<file path="src/rtl/seg7_pkg.sv">
// Shared constants and types for the 4-digit 7-segment scan driver.
package seg7_pkg;

  localparam int unsigned NUM_DIGITS = 4;

  // Active-high segment patterns, bit order {g,f,e,d,c,b,a}.
  localparam logic [6:0] SEG_0    = 7'b0111111;
  localparam logic [6:0] SEG_1    = 7'b0000110;
  localparam logic [6:0] SEG_2    = 7'b1011011;
  localparam logic [6:0] SEG_3    = 7'b1001111;
  localparam logic [6:0] SEG_4    = 7'b1100110;
  localparam logic [6:0] SEG_5    = 7'b1101101;
  localparam logic [6:0] SEG_6    = 7'b1111101;
  localparam logic [6:0] SEG_7    = 7'b0000111;
  localparam logic [6:0] SEG_8    = 7'b1111111;
  localparam logic [6:0] SEG_9    = 7'b1101111;
  localparam logic [6:0] SEG_DASH = 7'b1000000;
  localparam logic [6:0] SEG_OFF  = 7'b0000000;

  // Digit slot currently being scanned; SCANk drives digit k+1.
  typedef enum logic [1:0] {
    SCAN0 = 2'd0,
    SCAN1 = 2'd1,
    SCAN2 = 2'd2,
    SCAN3 = 2'd3
  } scan_state_e;

  function automatic scan_state_e next_scan(input scan_state_e s);
    scan_state_e n;
    case (s)
      SCAN0:   n = SCAN1;
      SCAN1:   n = SCAN2;
      SCAN2:   n = SCAN3;
      default: n = SCAN0;
    endcase
    return n;
  endfunction

endpackage

</file>
<file path="src/rtl/bcd_to_seg7.sv">
// BCD to active-high 7-segment decoder; codes above 9 show a dash.
module bcd_to_seg7
  import seg7_pkg::*;
(
  input  logic [3:0] bcd_i,
  output logic [6:0] seg_o
);

  // Pure lookup of the digit glyph.
  always_comb begin
    seg_o = SEG_DASH;
    case (bcd_i)
      4'd0:    seg_o = SEG_0;
      4'd1:    seg_o = SEG_1;
      4'd2:    seg_o = SEG_2;
      4'd3:    seg_o = SEG_3;
      4'd4:    seg_o = SEG_4;
      4'd5:    seg_o = SEG_5;
      4'd6:    seg_o = SEG_6;
      4'd7:    seg_o = SEG_7;
      4'd8:    seg_o = SEG_8;
      4'd9:    seg_o = SEG_9;
      default: seg_o = SEG_DASH;
    endcase
  end

endmodule

</file>
<file path="src/rtl/seg7_scan_driver.sv">
// Multiplexed 4-digit 7-segment driver: per-frame digit snapshot,
// leading-zero blanking, dash for non-BCD codes, anode guard interval.
module seg7_scan_driver
  import seg7_pkg::*;
#(
  parameter int unsigned REFRESH_DIV  = 50000,
  parameter int unsigned BLANK_CYCLES = 500,
  parameter int unsigned COMMON_ANODE = 1,
  parameter int unsigned LZ_BLANK     = 1
) (
  input  logic       iclk,
  input  logic       irst,
  input  logic [3:0] iDigit1,
  input  logic [3:0] iDigit2,
  input  logic [3:0] iDigit3,
  input  logic [3:0] iDigit4,
  output logic [3:0] oAn,
  output logic [6:0] oSeg,
  output logic       oFrame
);

  localparam int unsigned     CNT_W     = (REFRESH_DIV > 2) ? $clog2(REFRESH_DIV) : 1;
  localparam logic [CNT_W-1:0] CNT_MAX   = CNT_W'(REFRESH_DIV - 1);
  localparam logic [CNT_W-1:0] BLANK_LIM = CNT_W'(BLANK_CYCLES);
  localparam logic [3:0]       AN_OFF    = (COMMON_ANODE != 0) ? 4'b1111 : 4'b0000;
  localparam logic [6:0]       SEGS_OFF  = (COMMON_ANODE != 0) ? ~SEG_OFF : SEG_OFF;

  logic [CNT_W-1:0]                cnt_q, cnt_d;
  scan_state_e                     idx_q, idx_d;
  logic [NUM_DIGITS-1:0][3:0]      snap_q, snap_d;
  logic                            load_pending_q;
  logic [3:0]                      an_q, an_d;
  logic [6:0]                      seg_q, seg_d;
  logic                            frame_q, frame_d;

  logic                            tick;
  logic                            load;
  logic [NUM_DIGITS-1:0]           blank;
  logic [3:0]                      digit;
  logic [6:0]                      seg_raw;
  logic                            lit;
  logic [3:0]                      an_act;
  logic [6:0]                      seg_act;

  // Outputs are derived from next-state cnt/idx/snapshot so the registered
  // outputs line up with the registered counters without a pipeline stage.
  always_comb begin
    tick   = (cnt_q == CNT_MAX);
    cnt_d  = tick ? '0 : cnt_q + 1'b1;
    idx_d  = tick ? next_scan(idx_q) : idx_q;
    load   = load_pending_q || (tick && (idx_q == SCAN3));
    snap_d = load ? {iDigit4, iDigit3, iDigit2, iDigit1} : snap_q;

    blank    = '0;
    blank[3] = (LZ_BLANK != 0) && (snap_d[3] == 4'd0);
    blank[2] = blank[3] && (snap_d[2] == 4'd0);
    blank[1] = blank[2] && (snap_d[1] == 4'd0);

    digit   = snap_d[idx_d];
    lit     = (cnt_d >= BLANK_LIM) && !blank[idx_d];
    an_act  = lit ? (4'b0001 << idx_d) : 4'b0000;
    seg_act = lit ? seg_raw : SEG_OFF;

    an_d    = (COMMON_ANODE != 0) ? ~an_act : an_act;
    seg_d   = (COMMON_ANODE != 0) ? ~seg_act : seg_act;
    frame_d = load;
  end

  bcd_to_seg7 u_dec (
    .bcd_i (digit),
    .seg_o (seg_raw)
  );

  // Scan state, snapshot and registered display outputs.
  always_ff @(posedge iclk or posedge irst) begin
    if (irst) begin
      cnt_q          <= '0;
      idx_q          <= SCAN0;
      snap_q         <= '0;
      load_pending_q <= 1'b1;
      an_q           <= AN_OFF;
      seg_q          <= SEGS_OFF;
      frame_q        <= 1'b0;
    end else begin
      cnt_q          <= cnt_d;
      idx_q          <= idx_d;
      snap_q         <= snap_d;
      load_pending_q <= 1'b0;
      an_q           <= an_d;
      seg_q          <= seg_d;
      frame_q        <= frame_d;
    end
  end

  assign oAn    = an_q;
  assign oSeg   = seg_q;
  assign oFrame = frame_q;

endmodule

</file>
<file path="config.mk">
export PLATFORM = sky130hd
export DESIGN_NAME = seg7_scan_driver
export DESIGN_NICKNAME = d
export VERILOG_FILES = /design/src/rtl/seg7_pkg.sv /design/src/rtl/bcd_to_seg7.sv /design/src/rtl/seg7_scan_driver.sv
export SDC_FILE = /design/constraint.sdc
export NUM_CORES = 1
export LEC_CHECK = 0
export BUFFER_PORTS_ARGS = -buffer_cell sky130_fd_sc_hd__buf_4
export CAP_MARGIN = 15
export CORE_UTILIZATION = 60
export DETAILED_ROUTE_END_ITERATION = 7
export PLACE_DENSITY = 0.82
export SETUP_SLACK_MARGIN = 0.1
export SKIP_CTS_REPAIR_TIMING = 1
export SLEW_MARGIN = 20
export SYNTH_ARGS = -nofsm -noshare
export SYNTH_HDL_FRONTEND = slang
export SYNTH_SLANG_ARGS = --single-unit
</file>
<file path="constraint.sdc">
create_clock -name iclk -period 5.3 [get_ports iclk]
set_input_delay 0.53 -clock iclk [delete_from_list [all_inputs] [get_ports iclk]]
set_output_delay 0.53 -clock iclk [all_outputs]
set_load 0.01 [all_outputs]
</file>
==> run summary, run 1 <==
Maximum fanout along the worst path = 11
R2R setup slack = 1.28 ns
Setup CP Type = flop to flop
Chip Width = 66.6 µm
Cells after DPL = 311
Worst skew pair latency = 0.30 ns
Startpoint types = flop
Post-synth EDFFs = 0
Routed vias = 1848
WL final = 4.90 mm
Top-area cell type share of the netlist area = 0.349
Rel. slew slack = 0.456
Yosys cell types = 48
Slowest stage delay, CP = 0.67 ns
CP top delay family = compound AO/OA/AOI/OAI gates
Crit path max-delay cell type = a22oi_1
Post-Synth Simple-Gate Area = 0.211
RSZ-0062 raised after global routing = no
Largest family of logic cells by synthesized area = simple AND/OR/NAND/NOR gates
Initial antenna violation count = 0
Fillers = 327
Area of the core = 4000 µm²
Vias in the first global route = 1713
Antenna-violating nets left = 0
Port Buffer Count = 29
PwrDens = 234 nW/µm²
Area fraction in compound gates after synthesis = 0.0789
Multiplexer share of the synthesized area = 0.104
Post-synth top flop = dfrtp_1
CP endpoint kind = flop
First-pass DRT Iterations = 4
Core Util, Final = 0.708
Setup_tns = 0 ns
Cts bufs inserted = 5
Hold Crit Class = input port to async pin
CTS tree = built
Grt ovf = 0
GRT Util Overall = 0.243
Static Leakage = 1.22 nW
Syn Std Cell Area = 2510 µm²
Synth cell count leaders = dfrtp_1 (35), nor2_1 (21), nand2_1 (17)
# DRC = 0
Synth area leaders = dfrtp_1 (35%), dfstp_2 (13%), mux2_2 (5.4%)
Final hold vios = 0
Required time worst endpoint = 5.47 ns
Status = complete, no violations
Measured slew at the worst slew-check pin = 0.816 ns
Hpwl dp = 3.63 mm
Most frequent cell after synthesis = dfrtp_1
Via/cell ratio = 5.79
Share of layout cells above drive strength 1 = 0.275
Htree depth = 2
Async set-reset flop share out of synthesis = 1.00
Avg WL per Cell = 15.3 µm
Crit-path cells = or4b_4, nor4_4, mux2i_2, clkinv_1, o21ai_0, o21ai_0, a22oi_1, o21ai_0
CTS clk-pin slew, worst paths = 0.09 ns
Clock Skews = 0.0113 ns
Worst path most repeated cell = o21ai_0
Die ar. = 4440 µm²
Final period utilization = 0.758
Post-synthesis adder-cell area fraction = 0.0449
Synth Area in XOR/XNOR = 0.0454
Critical path depth = 8
Slew Viols, Final = 0
CTS Root Cell = clkbuf_8
Die H = 66.6 µm
Gate Count Post-Synth = 238
R2R cell count = 8
Io pins = 30
Global-route wire length before repair = 7.88 mm
Fin nets = 295
Maximum Capacitance Violations = 0
Largest net degree at the start of global routing = 48
Sum of buffers and inverters on the critical path = 1
Antenna cells = 0
Peak VDD IR = 148 µV
Arrival @ worst endpoint = 4.19 ns
Register area share after synthesis = 0.475
CTS Buffer Depth = 2
Initial Utilization = 0.627
Syn_area_per_cell = 10.5 µm²
Post-route insts no fill = 319
Fmax achieved = 249 MHz
Initial drt markers = 92
Period minus WS final = 4.02 ns
Leading area contributor after synthesis = dfrtp_1
Post-synth net total = 265
Layout area overhead = 13.1%
Rows = 23
Worst Hold Slack = 0.363 ns
Final setup violating endpoints = 0
Ys Warns = 0
Clock sink count = 47
Flops & latches, synth = 47
Placer congestion estimate = 0.948
[per-stage QoR]
stage / setup slack (ns) / power, mW / cell area [µm²]
after global routing: 0.855 / 0.686 / 2830
after CTS: 1.32 / 0.665 / 2830
after global placement: 1.57 / 0.455 / 2750
final: 1.28 / 0.662 / 2830
after detailed placement: 1.34 / 0.458 / 2750
after floorplan: 1.93 / 0.433 / 2510
[cell type report]
cell class	instances	area, µm²	area share
Clock inverter	2	12.5	0.00442
Timing Repair Buffer	30	225	0.0795
Inverter	13	51.3	0.0181
Clock buffer	6	72.6	0.0256
Tap cell	50	62.6	0.0221
Sequential cell	47	1190	0.420
Multi-Input combinational cell	171	1220	0.430
[worst paths after layout]
kind,startpoint,to
min in group iclk,iDigit1[3],snap_q[3]
hold / removal,irst,cnt_q[14]
setup / recovery,cnt_q[4],oSeg[6]
hold reg to reg,snap_q[3],snap_q[3]
max in group asynchronous,irst,oFrame
setup reg to reg,cnt_q[4],oSeg[6]
[per-layer routing]
metal / up-vias / share of wire / global-route usage
met5: - / 0 / 0
met4: 0 / 0.011 / 0.0904
met3: 7 / 0.037 / 0.0565
met2: 39 / 0.49 / 0.395
met1: 901 / 0.46 / 0.313
li1: 901 / - / -
[placed cells by master, fill, tap and decap left out, drive strengths merged, types with 4 or more instances in the layout]
master	n
clkbuf	6
nor4	8
mux2i	8
dfstp	12
and4	4
mux2	14
inv	10
o21ai	18
buf	30
ha	9
dfrtp	35
nor2	21
nand2	17
a21oi	6
and3	4
nand3	16
nand4	8
xor2	7
xnor2	6
clkinv	4
[flip-flops by register name, summed over array words and instances, names as in the netlist]
signal,cells
load_pending_q,1
oAn,4
cnt_q,16
snap_q,16
idx_q,2
oSeg,7
oFrame,1
[logic make-up after synthesis]
logic type                 after synthesis
and+or+nand+nor                         92
AOI/OAI and AO/OA                       34
adders and majority gates                9
DFF                                     47
muxes                                   22
buffers and inverters                   20
xor gates and xnor gates                13
other                                    1
[report_power, final]
part / leakage, nW / switching [mW] / internal, mW
Combinational: 0.618 / 0.0389 / 0.0335
Clock: 0.0412 / 0.119 / 0.0924
Sequential: 0.563 / 0.00667 / 0.372
Total: 1.22 / 0.164 / 0.498
(Power assumes the default switching activity.)
==> run 2: changes to the inputs <==
- CORE_UTILIZATION: 60 -> 58
- PLACE_DENSITY: 0.82 -> 0.8
- clock period: 5.3 -> 4.1 ns (I/O delays scaled with it)
==> run 2 against run 1 <==
Critical path depth rose by 5. Core utilization fell by 0.73 points. Clock power rose by 37%. First-iteration DRC count rose by 78%. Non-clock buffer count rose by 3. Worst hold slack got worse by 0.034 ns. Cell count rose by 0.94%. Register-to-register slack got worse by 0.57 ns. Sequential power rose by 29%. Largest power group unchanged. Design area rose by 1.1%. Critical endpoint is now oSeg[3].
==> run summary, run 2 (synthesis gave the netlist of run 1 again) <==
Status = complete, no violations (unchanged)
Peak VDD IR = 248 µV (was 148 µV)
Measured slew at the worst slew-check pin = 0.945 ns (was 0.816 ns)
Commonest non-fill, non-tap cells in the layout = dfrtp_1 (35), buf_4 (33), nor2_1 (21) (was dfrtp_1 (35), buf_4 (30), nor2_1 (21))
Hpwl dp = 3.44 mm (was 3.63 mm)
Largest net degree at the start of global routing = 48 (unchanged)
Static Leakage = 1.25 nW (was 1.22 nW)
Final setup violating endpoints = 0 (unchanged)
Post-place setup slack = 0.729 ns (was 1.34 ns)
Post-route insts no fill = 322 (was 319)
Global-route wire length before repair = 7.59 mm (was 7.88 mm)
Die H = 67.7 µm (was 66.6 µm)
Placed cell area = 2770 µm² (was 2750 µm²)
Placer congestion estimate = 0.926 (was 0.948)
Clock sink count = 47 (unchanged)
Io pins = 30 (unchanged)
Final period utilization = 0.827 (was 0.758)
Fillers = 307 (was 327)
CTS clk-pin slew, worst paths = 0.09 ns (about the same)
Via/cell ratio = 5.68 (was 5.79)
Cells after DPL = 314 (was 311)
# DRC = 0 (unchanged)
CTS Root Cell = clkbuf_8 (unchanged)
Worst Hold Slack = 0.329 ns (was 0.363 ns)
Initial Utilization = 0.613 (was 0.627)
Most common cell after layout, fill and taps aside = dfrtp_1 (unchanged)
Setup CP Type = flop to flop (unchanged)
CTS tree = built (unchanged)
Setup_tns = 0 ns (unchanged)
Worst skew pair latency = 0.30 ns (about the same)
Die ar. = 4590 µm² (was 4440 µm²)
Maximum Capacitance Violations = 0 (unchanged)
Initial drt markers = 164 (was 92)
Startpoint types = flop (unchanged)
Routed vias = 1829 (was 1848)
Share of layout cells above drive strength 1 = 0.283 (was 0.275)
RSZ-0062 raised after global routing = no (unchanged)
Avg WL per Cell = 14.5 µm (was 15.3 µm)
Hold Crit Class = input port to async pin (unchanged)
Fin nets = 298 (was 295)
PwrDens = 305 nW/µm² (was 234 nW/µm²)
Layout area overhead = 14.3% (was 13.1%)
Core Util, Final = 0.701 (was 0.708)
Vias in the first global route = 1598 (was 1713)
Final hold vios = 0 (unchanged)
Final Instance Area = 2870 µm² (was 2830 µm²)
Arrival @ worst endpoint = 3.63 ns (was 4.19 ns)
Port Buffer Count = 29 (unchanged)
Antenna-violating nets left = 0 (unchanged)
Htree depth = 2 (unchanged)
Chip Width = 67.7 µm (was 66.6 µm)
Period minus WS final = 3.39 ns (was 4.02 ns)
Pwr Total = 0.873 mW (was 0.662 mW)
Fmax achieved = 295 MHz (was 249 MHz)
Maximum fanout along the worst path = 11 (unchanged)
Antenna cells = 0 (unchanged)
CP endpoint kind = flop (unchanged)
Final WS setup = 0.711 ns (was 1.28 ns)
Clock Skews = 0.00774 ns (was 0.0113 ns)
Area of the core = 4090 µm² (was 4000 µm²)
Rows = 23 (unchanged)
First-pass DRT Iterations = 4 (unchanged)
Initial antenna violation count = 0 (unchanged)
Slew Viols, Final = 0 (unchanged)
CTS Buffer Depth = 2 (unchanged)
GRT Util Overall = 0.229 (was 0.243)
Cts bufs inserted = 5 (unchanged)
Rel. slew slack = 0.369 (was 0.456)
WL final = 4.66 mm (was 4.90 mm)
Grt ovf = 0 (unchanged)
Required time worst endpoint = 4.34 ns (was 5.47 ns)
## run 2: worst paths after layout
| check | startpoint | end | slack [ns] | cells past startpoint |
|---|---|---|---|---|
| max in group asynchronous | irst | snap_q[6] | 3.18 | 2 |
| worst min-delay path | irst | snap_q[0] | 0.33 | 2 |
| worst max register to register | cnt_q[0] | oSeg[3] | 0.71 | 13 |
| min in group iclk | iDigit1[1] | snap_q[1] | 0.37 | 2 |
| worst max-delay path | cnt_q[0] | oSeg[3] | 0.71 | 13 |
| worst min register to register | cnt_q[0] | cnt_q[0] | 0.51 | 1 |
## run 2: report_power, final
group | switching, mW | internal, mW
combinational | 0.0520 | 0.0437
clock | 0.151 | 0.138
sequential | 0.00797 | 0.480
total | 0.211 | 0.662
## run 2: final cells by class
cell class | instances | area, µm² | share of cell area
clock buffer | 7 | 86.3 | 0.0301
clock inverter | 1 | 8.76 | 0.00306
inverter | 13 | 50.0 | 0.0175
multi-input combinational | 171 | 1220 | 0.425
sequential | 47 | 1190 | 0.416
tap | 50 | 62.6 | 0.0218
timing repair buffer | 33 | 248 | 0.0865
## run 2: layer usage
metal,global-route usage,up-vias,share of wire
met5,0,-,0
met4,0.104,0,0.021
met3,0.0456,11,0.043
met2,0.330,46,0.45
met1,0.330,859,0.49
li1,-,913,-
## run 2: worst max-delay path: stages, from the launching register on
cell	delay, ns
dfrtp_1	0.40
ha_1	0.28
nand3_1	0.21
nor4_4	0.31
buf_4	0.22
mux2i_2	0.44
clkinv_2	0.29
mux2i_1	0.19
mux2_4	0.31
ha_1	0.28
inv_1	0.05
mux2i_1	0.11
nor2b_1	0.17
o21ai_2	0.06
==> run 3: changes to the inputs <==
- clock period: 4.1 -> 3.3 ns (I/O delays scaled with it)
==> run 3 against run 2 <==
Critical path depth stayed put. Register-to-register slack got worse by 0.50 ns. Sequential share of layout area down 1.0 points. Critical path type unchanged. Largest power group unchanged.
==> run summary, run 3 (synthesis gave the netlist of run 1 again) <==
Startpoint types = flop (unchanged)
Final hold vios = 0 (unchanged)
Area of the core = 4090 µm² (unchanged)
Post-route insts no fill = 323 (was 322)
Clock sink count = 47 (unchanged)
Slew Viols, Final = 0 (unchanged)
Storage cell area = 1190 µm² (about the same)
Layout area overhead = 17.5% (was 14.3%)
Period minus WS final = 3.09 ns (was 3.39 ns)
Area of the multi-input gates = 1260 µm² (was 1220 µm²)
Setup CP Type = flop to flop (unchanged)
Cells after DPL = 315 (was 314)
Maximum fanout along the worst path = 9 (was 11)
Rel. slew slack = 0.372 (was 0.369)
Chip Width = 67.7 µm (unchanged)
Global-route wire length before repair = 8.05 mm (was 7.59 mm)
Via/cell ratio = 5.84 (was 5.68)
Fin nets = 299 (was 298)
Final WS setup = 0.213 ns (was 0.711 ns)
Antenna-violating nets left = 0 (unchanged)
Final setup violating endpoints = 0 (unchanged)
Worst skew pair latency = 0.30 ns (about the same)
Clock Skews = 0.00676 ns (was 0.00774 ns)
Static Leakage = 1.26 nW (was 1.25 nW)
Rows = 23 (unchanged)
Cts bufs inserted = 5 (unchanged)
CTS Buffer Depth = 2 (unchanged)
Port Buffer Count = 29 (unchanged)
Grt ovf = 0 (unchanged)
Largest net degree at the start of global routing = 48 (unchanged)
Share of layout cells above drive strength 1 = 0.319 (was 0.283)
# DRC = 0 (unchanged)
Setup_tns = 0 ns (unchanged)
Die H = 67.7 µm (unchanged)
Final period utilization = 0.935 (was 0.827)
Arrival @ worst endpoint = 3.33 ns (was 3.63 ns)
Initial Utilization = 0.613 (unchanged)
WL final = 5.05 mm (was 4.66 mm)
CP endpoint kind = flop (unchanged)
Status = complete, no violations (unchanged)
Sw frac = 0.235 (was 0.241)
CTS tree = built (unchanged)
Clock Power Share = 0.341 (was 0.331)
Initial antenna violation count = 0 (unchanged)
Met2 Track Usage GR = 0.373 (was 0.330)
Io pins = 30 (unchanged)
Fillers = 312 (was 307)
Placed cell area = 2810 µm² (was 2770 µm²)
Psw = 0.260 mW (was 0.211 mW)
Avg WL per Cell = 15.6 µm (was 14.5 µm)
Post-place setup slack = 0.192 ns (was 0.729 ns)
Met1 Use GR = 0.329 (was 0.330)
Hold Crit Class = input port to async pin (unchanged)
Combinational share of power = 0.109 (was 0.110)
Initial drt markers = 158 (was 164)
Internal power = 0.845 mW (was 0.662 mW)
Htree depth = 2 (unchanged)
Met3 Use GR = 0.0507 (was 0.0456)
GRT Util Overall = 0.242 (was 0.229)
Core Util, Final = 0.720 (was 0.701)
Grt peak-use layer = met2 (unchanged)
RSZ-0062 raised after global routing = no (unchanged)
Placer congestion estimate = 0.869 (was 0.926)
Maximum Capacitance Violations = 0 (unchanged)
Measured slew at the worst slew-check pin = 0.941 ns (was 0.945 ns)
Routed vias = 1887 (was 1829)
Commonest non-fill, non-tap cells in the layout = dfrtp_1 (33), buf_4 (32), nor2_1 (20) (was dfrtp_1 (35), buf_4 (33), nor2_1 (21))
Fmax achieved = 324 MHz (was 295 MHz)
CTS Root Cell = clkbuf_8 (unchanged)
Required time worst endpoint = 3.54 ns (was 4.34 ns)
Die ar. = 4590 µm² (unchanged)
Hpwl dp = 3.56 mm (was 3.44 mm)
Most common cell after layout, fill and taps aside = dfrtp_1 (unchanged)
Peak VDD IR = 312 µV (was 248 µV)
Final Instance Area = 2940 µm² (was 2870 µm²)
CTS clk-pin slew, worst paths = 0.08 ns (was 0.09 ns)
First-pass DRT Iterations = 4 (unchanged)
PwrDens = 375 nW/µm² (was 305 nW/µm²)
Sequential power share = 0.550 (was 0.559)
Antenna cells = 0 (unchanged)
Vias in the first global route = 1709 (was 1598)
[run 3: cell types whose count changed in the layout (fill, tap and decap cells not counted), moves of 2 or more]
cell / change
mux2i_2: -2
dfrtp_2: +2
mux2i_4: +2
ha_2: +2
ha_1: -2
nor4bb_2: +2
dfrtp_1: -2
nor4bb_1: -2
[run 3: path summary, 6_finish.rpt]
check / start / endpoint / slack, ns / cells past startpoint
max: cnt_q[4] / oSeg[3] / 0.21 / 13
min: irst / cnt_q[13] / 0.24 / 2
max reg2reg: cnt_q[4] / oSeg[3] / 0.21 / 13
min reg2reg: snap_q[1] / snap_q[1] / 0.50 / 1
max in group asynchronous: irst / cnt_q[4] / 2.39 / 2
min in group iclk: iDigit1[3] / snap_q[3] / 0.28 / 2
[run 3: per-layer routing]
layer / part of all wire / vias up
li1: - / 913
met1: 0.46 / 910
met2: 0.47 / 56
met3: 0.050 / 8
met4: 0.020 / 0
met5: 0 / -
[run 3: power groups by stage]
stage	sequential, mW	clock [mW]	combinational, mW
2_1_floorplan	0.615	0	0.0811
4_1_cts	0.607	0.391	0.121
3_3_place_gp	0.617	0	0.118
3_5_place_dp	0.618	0	0.121
6_report	0.607	0.377	0.120
5_1_grt	0.610	0.407	0.134
[run 3: metrics by stage]
step / hold WS, ns / total power, mW
global placement: 0.486 / 0.735
detailed placement: 0.489 / 0.739
CTS: 0.273 / 1.12
finish: 0.239 / 1.10
global route: 0.274 / 1.15
floorplan: 0.469 / 0.696
[run 3: final cells by class]
type	instances	area share
inverters	13	0.0178
flip-flops and latches	47	0.405
repair buffers	34	0.0922
well taps	50	0.0212
clock buffers	8	0.0340
multi-input cells	171	0.429
[run 3: worst max-delay path, cell delays in order (launching register included)]
cell     delay (ns)
dfrtp_2        0.46
or4b_4         0.57
nor4_4         0.16
buf_6          0.19
mux2i_4        0.27
buf_4          0.18
nor2_1         0.07
o21a_1         0.18
or2_4          0.28
ha_1           0.29
inv_1          0.07
mux2i_1        0.06
nor2b_1        0.14
o21ai_2        0.12
